`src/rtl/ascon_aead128_pkg.sv`:
```
// Shared Ascon-AEAD128 types, constants and helpers.
// Used by the permutation sequencer and its round logic.
package ascon_aead128_pkg;

  typedef logic [0:4][63:0] ascon_state;
  typedef logic [3:0] round;

  typedef enum logic [1:0] {
    IDLE,
    RUN,
    DONE
  } perm_fsm_t;

  localparam int ROUNDS_A = 12;
  localparam int ROUNDS_B = 8;

  // Round constant lands in the low byte of x2.
  function automatic ascon_state const_add(
    input ascon_state s,
    input round       r
  );
    ascon_state o;
    o = s;
    o[2][7:0] = s[2][7:0] ^ {4'hf - r, r};
    return o;
  endfunction

endpackage

```
`src/rtl/ascon_round.sv`:
```
// One combinational Ascon round:
// constant addition, 5-bit S-box layer, linear diffusion.
module ascon_round
  import ascon_aead128_pkg::*;
(
  input  round       rnd,
  input  ascon_state din,
  output ascon_state dout
);

  function automatic logic [63:0] ror(
    input logic [63:0] v,
    input int          k
  );
    return (v >> k) | (v << (64 - k));
  endfunction

  ascon_state s;
  logic [63:0] x0, x1, x2, x3, x4;
  logic [63:0] t0, t1, t2, t3, t4;

  // Bitsliced S-box followed by per-word rotations.
  always_comb begin
    s  = const_add(din, rnd);
    x0 = s[0];
    x1 = s[1];
    x2 = s[2];
    x3 = s[3];
    x4 = s[4];
    x0 = x0 ^ x4;
    x4 = x4 ^ x3;
    x2 = x2 ^ x1;
    t0 = ~x0 & x1;
    t1 = ~x1 & x2;
    t2 = ~x2 & x3;
    t3 = ~x3 & x4;
    t4 = ~x4 & x0;
    x0 = x0 ^ t1;
    x1 = x1 ^ t2;
    x2 = x2 ^ t3;
    x3 = x3 ^ t4;
    x4 = x4 ^ t0;
    x1 = x1 ^ x0;
    x0 = x0 ^ x4;
    x3 = x3 ^ x2;
    x2 = ~x2;
    dout[0] = x0 ^ ror(x0, 19) ^ ror(x0, 28);
    dout[1] = x1 ^ ror(x1, 61) ^ ror(x1, 39);
    dout[2] = x2 ^ ror(x2, 1) ^ ror(x2, 6);
    dout[3] = x3 ^ ror(x3, 10) ^ ror(x3, 17);
    dout[4] = x4 ^ ror(x4, 7) ^ ror(x4, 41);
  end

endmodule

```
`src/rtl/perm_sched.sv`:
```
// Ascon p^12 / p^8 sequencer: holds the state
// register and steps UNROLL chained rounds per clock.
module perm_sched
  import ascon_aead128_pkg::*;
#(
  parameter int UNROLL = 1
) (
  input  logic       clk,
  input  logic       rst_n,
  input  logic       start,
  input  logic       nr_sel,
  input  ascon_state state_in,
  output logic       ready,
  output logic       busy,
  output logic       done,
  output round       rnd,
  output ascon_state state_out
);

  perm_fsm_t  st, st_nx;
  round       cnt;
  ascon_state sreg;
  ascon_state chain [UNROLL+1];
  logic       last;

  assign chain[0] = sreg;

  for (genvar i = 0; i < UNROLL; i++) begin : g_rnd
    ascon_round u_rnd (
      .rnd  (cnt + round'(i)),
      .din  (chain[i]),
      .dout (chain[i+1])
    );
  end

  assign last = (int'(cnt) + UNROLL) == ROUNDS_A;

  // Next-state decode.
  always_comb begin
    st_nx = st;
    unique case (st)
      IDLE:    if (start) st_nx = RUN;
      RUN:     if (last) st_nx = DONE;
      DONE:    st_nx = IDLE;
      default: st_nx = IDLE;
    endcase
  end

  // State register.
  always_ff @(posedge clk) begin
    if (!rst_n) st <= IDLE;
    else        st <= st_nx;
  end

  // Load on acceptance, advance rounds while running.
  always_ff @(posedge clk) begin
    if (!rst_n) begin
      cnt  <= '0;
      sreg <= '0;
    end else if (st == IDLE && start) begin
      sreg <= state_in;
      cnt  <= nr_sel ? round'(ROUNDS_A - ROUNDS_B) : '0;
    end else if (st == RUN) begin
      sreg <= chain[UNROLL];
      cnt  <= last ? '0 : cnt + round'(UNROLL);
    end
  end

  assign ready     = st == IDLE;
  assign busy      = st == RUN;
  assign done      = st == DONE;
  assign rnd       = cnt;
  assign state_out = sreg;

endmodule

```
`config.mk`:
```
export PLATFORM = sky130hd
export DESIGN_NAME = perm_sched
export DESIGN_NICKNAME = d
export VERILOG_FILES = /design/src/rtl/ascon_aead128_pkg.sv /design/src/rtl/ascon_round.sv /design/src/rtl/perm_sched.sv
export SDC_FILE = /design/constraint.sdc
export NUM_CORES = 2
export LEC_CHECK = 0
export ABC_AREA = 1
export BUFFER_PORTS_ARGS = -buffer_cell sky130_fd_sc_hd__buf_4
export CORE_MARGIN = 2
export CORE_UTILIZATION = 35
export DETAILED_ROUTE_END_ITERATION = 7
export PLACE_DENSITY = 0.61
export SLEW_MARGIN = 15
export SYNTH_ARGS = -nofsm -noshare
export SYNTH_HDL_FRONTEND = slang
export SYNTH_SLANG_ARGS = --single-unit
```
`constraint.sdc`:
```
create_clock -name clk -period 2.7 [get_ports clk]
set_clock_uncertainty 0.05 [all_clocks]
set_input_delay 0.675 -clock clk [delete_from_list [all_inputs] [get_ports clk]]
set_output_delay 0.675 -clock clk [all_outputs]
set_load 0.1 [all_outputs]
```
==> impl_metrics.tcl <==
set metrics [dict create \
    track_usage_pct 47.0 \
    core_region_area_um2 99700 \
    hold_class "in2reg" \
    synth_nets 6768 \
    syn_inst 6315 \
    grt-ovfl-total 0 \
    area_growth_pct 40.3 \
    drc 0 \
    ios 651 \
    relSlewSlack_pct 44.4 \
    grt_max_degree 111 \
    synthDistinctLibCells 33 \
    max_clock_freq_mhz 383 \
    layout.nets 8064 \
    fin_crit_ns 2.61 \
    cp-start-kind "flip-flop" \
    h-tree-depth 2 \
    cts-root-buf "clkbuf_16" \
    wire_per_inst_um 28.1 \
    hpwl_um 217000 \
    cp.arrival_ns 3.13 \
    required_ns 3.21 \
    via_per_inst 5.57 \
    drtIter0Drc 6693 \
    drive_above_1_share_pct 23.8 \
    vias 49800 \
    grt_pass1_wl_um 336000 \
    grt_pass1_vias 43700 \
    synth-seq-cells 326 \
    dieArea_um2 103000 \
    critPathCaptureType "flip-flop" \
    synth_edf_count 0 \
    die_w_um 321 \
    async_flop_share_pct 0 \
    port_buffers 650 \
    cts_tree "yes" \
    drt_wl_total_um 252000 \
    die_h_um 321 \
    endpoint "state_out[127]" \
    r2r-start "state_out[63]" \
    cts_setup_buffers 0 \
    crit_start "state_out[63]" \
    ant_nets 0 \
    outcome "complete, no violations" \
    antenna_found_initial 22 \
    hold_viol 0 \
    reg2reg_depth 11 \
    crit_fanout 5 \
    std_cell_rows 116 \
    timing.final.crit_share_pct 96.7 \
    syn-cell-area_um2 35100 \
    worst_slew_pin_slew_ns 0.829 \
    finalSetupTns_ns 0 \
    start_util_pct 35.2 \
    r2r-end "state_out[127]" \
    syn_area_per_cell_um2 5.56 \
    path_class "reg2reg" \
    ys.flop_type "dfxtp_1" \
    clk_pin_slew_ns 0.07 \
    rsz0062_at_grt "false" \
    reg2reg_slack_ns 0.09 \
    clock_sinks 326 \
    gp_congestion 1.12 \
    finalSetupViolCount 0 \
    clock_latency_ns 0.64 \
    cts_buffers 44 \
    dr.pass1.iters 6 \
    yosys_warnings 0 \
    clockBufferDepth 3 \
    drv_slew 0 \
    maxCapViolCount 0 \
    seq_area_frac_synth_pct 18.6 \
]
[through the flow]
step	cells	area [um2]	hold slack (ns)	worst slack, ns	utilization, %
after global routing	8944	49200	0.306	0.00556	49.4
after global placement	8863	47700	0.419	0.0919	47.8
after detailed placement	8863	47700	0.422	0.0844	47.8
final	8949	49200	0.291	0.0879	49.4
after CTS	8944	49200	0.277	0.0660	49.4
after floorplan	6315	35100	0.466	0.000920	-
[worst min path at each step]
stage	from	endpoint	slack, ns	depth (start not counted)
floorplan	st[0]	st[1]	0.47	2
global placement	state_out[88]	state_out[88]	0.42	2
global route	state_in[20]	state_out[20]	0.31	3
detailed placement	state_out[126]	state_out[126]	0.42	2
CTS	state_in[21]	state_out[21]	0.28	3
finish	state_in[20]	state_out[20]	0.29	3
[area by class of cell]
class	count	area, um2
fillers	10400	50500
multi-input cells	5073	25100
repair buffers	1428	11700
flip-flops and latches	326	6530
inverters	738	2790
well taps	1298	1620
clock buffers	62	1270
clock inverters	19	267
diodes	5	12.5
[logic make-up (layout without fill, tap and decap cells)]
logic type | after synthesis | after routing | share of synthesized area, %
buf+inv | 916 | 2247 | 10.2
flops | 326 | 326 | 18.6
other cells | 0 | 5 | 0
fa+ha+maj | 129 | 129 | 4.60
compound gates | 802 | 802 | 13.4
xor+xnor | 296 | 296 | 7.86
simple gates | 3846 | 3846 | 45.3
[Yosys cell counts, types with 60 or more instances]
master	count	area (um2)
o21ai_0	98	490
inv_2	221	830
o21ai_1	182	911
xnor2_1	109	955
nand3_1	788	3940
o211ai_1	60	450
dfxtp_1	326	6530
clkbuf_1	77	289
nand2_1	2837	10600
ha_1	129	1610
xor2_1	165	1450
buf_2	85	425
a21oi_1	328	1640
nand4_1	124	776
inv_1	517	1940
[critical path, cell delays in order, from the launching register on]
cell	delay (ns)
dfxtp_1	0.52
ha_1	0.26
xor2_2	0.20
xor2_1	0.65
buf_4	0.27
nand2_1	0.08
nand2_1	0.07
nand2_1	0.04
nand3_1	0.06
buf_4	0.15
nand2_1	0.05
a21oi_1	0.14
[sequential cells by signal, indices dropped and copies added (netlist names)]
register   cells
state_out    320
rnd            4
st             2
[per-layer routing]
| layer | up-vias | part of all wire, % | GRT usage [%] |
|---|---|---|---|
| met3 | 618 | 12 | 12.2 |
| met5 | - | 0.045 | 0 |
| li1 | 23000 | - | - |
| met1 | 23200 | 39 | 59.7 |
| met4 | 16 | 8.9 | 34.8 |
| met2 | 3018 | 40 | 68.1 |
[timing repair]
action / CTS / global route
pin swaps: 0 / 1
hold buffers: 0 / 0
setup endpoints to repair: 2 / 6
gates resized for setup: 1 / 4
[cells in the final DEF, fill, tap and decap left out, types with 5 or more instances in the layout]
master and count:
nand2_1 2835, buf_4 1350, nand3_1 788, inv_1 517, a21oi_1 328, dfxtp_1 323
inv_2 219, o21ai_1 182, xor2_1 160, ha_1 129, nand4_1 124, xnor2_1 108
o21ai_0 98, buf_12 78, o211ai_1 60, nor2_1 49, o221ai_1 45, clkbuf_16 45
a21boi_2 42, o21bai_1 24, nand3b_1 22, nand2_2 21, a21boi_1 21, xnor2_2 19
xor2_2 9, clkbuf_1 9, clkbuf_8 8, clkinv_2 7, bufinv_16 6, diode_2 5
Power is not shown: default switching activity piles up to over one toggle a cycle in this logic, so the estimate is an artifact.
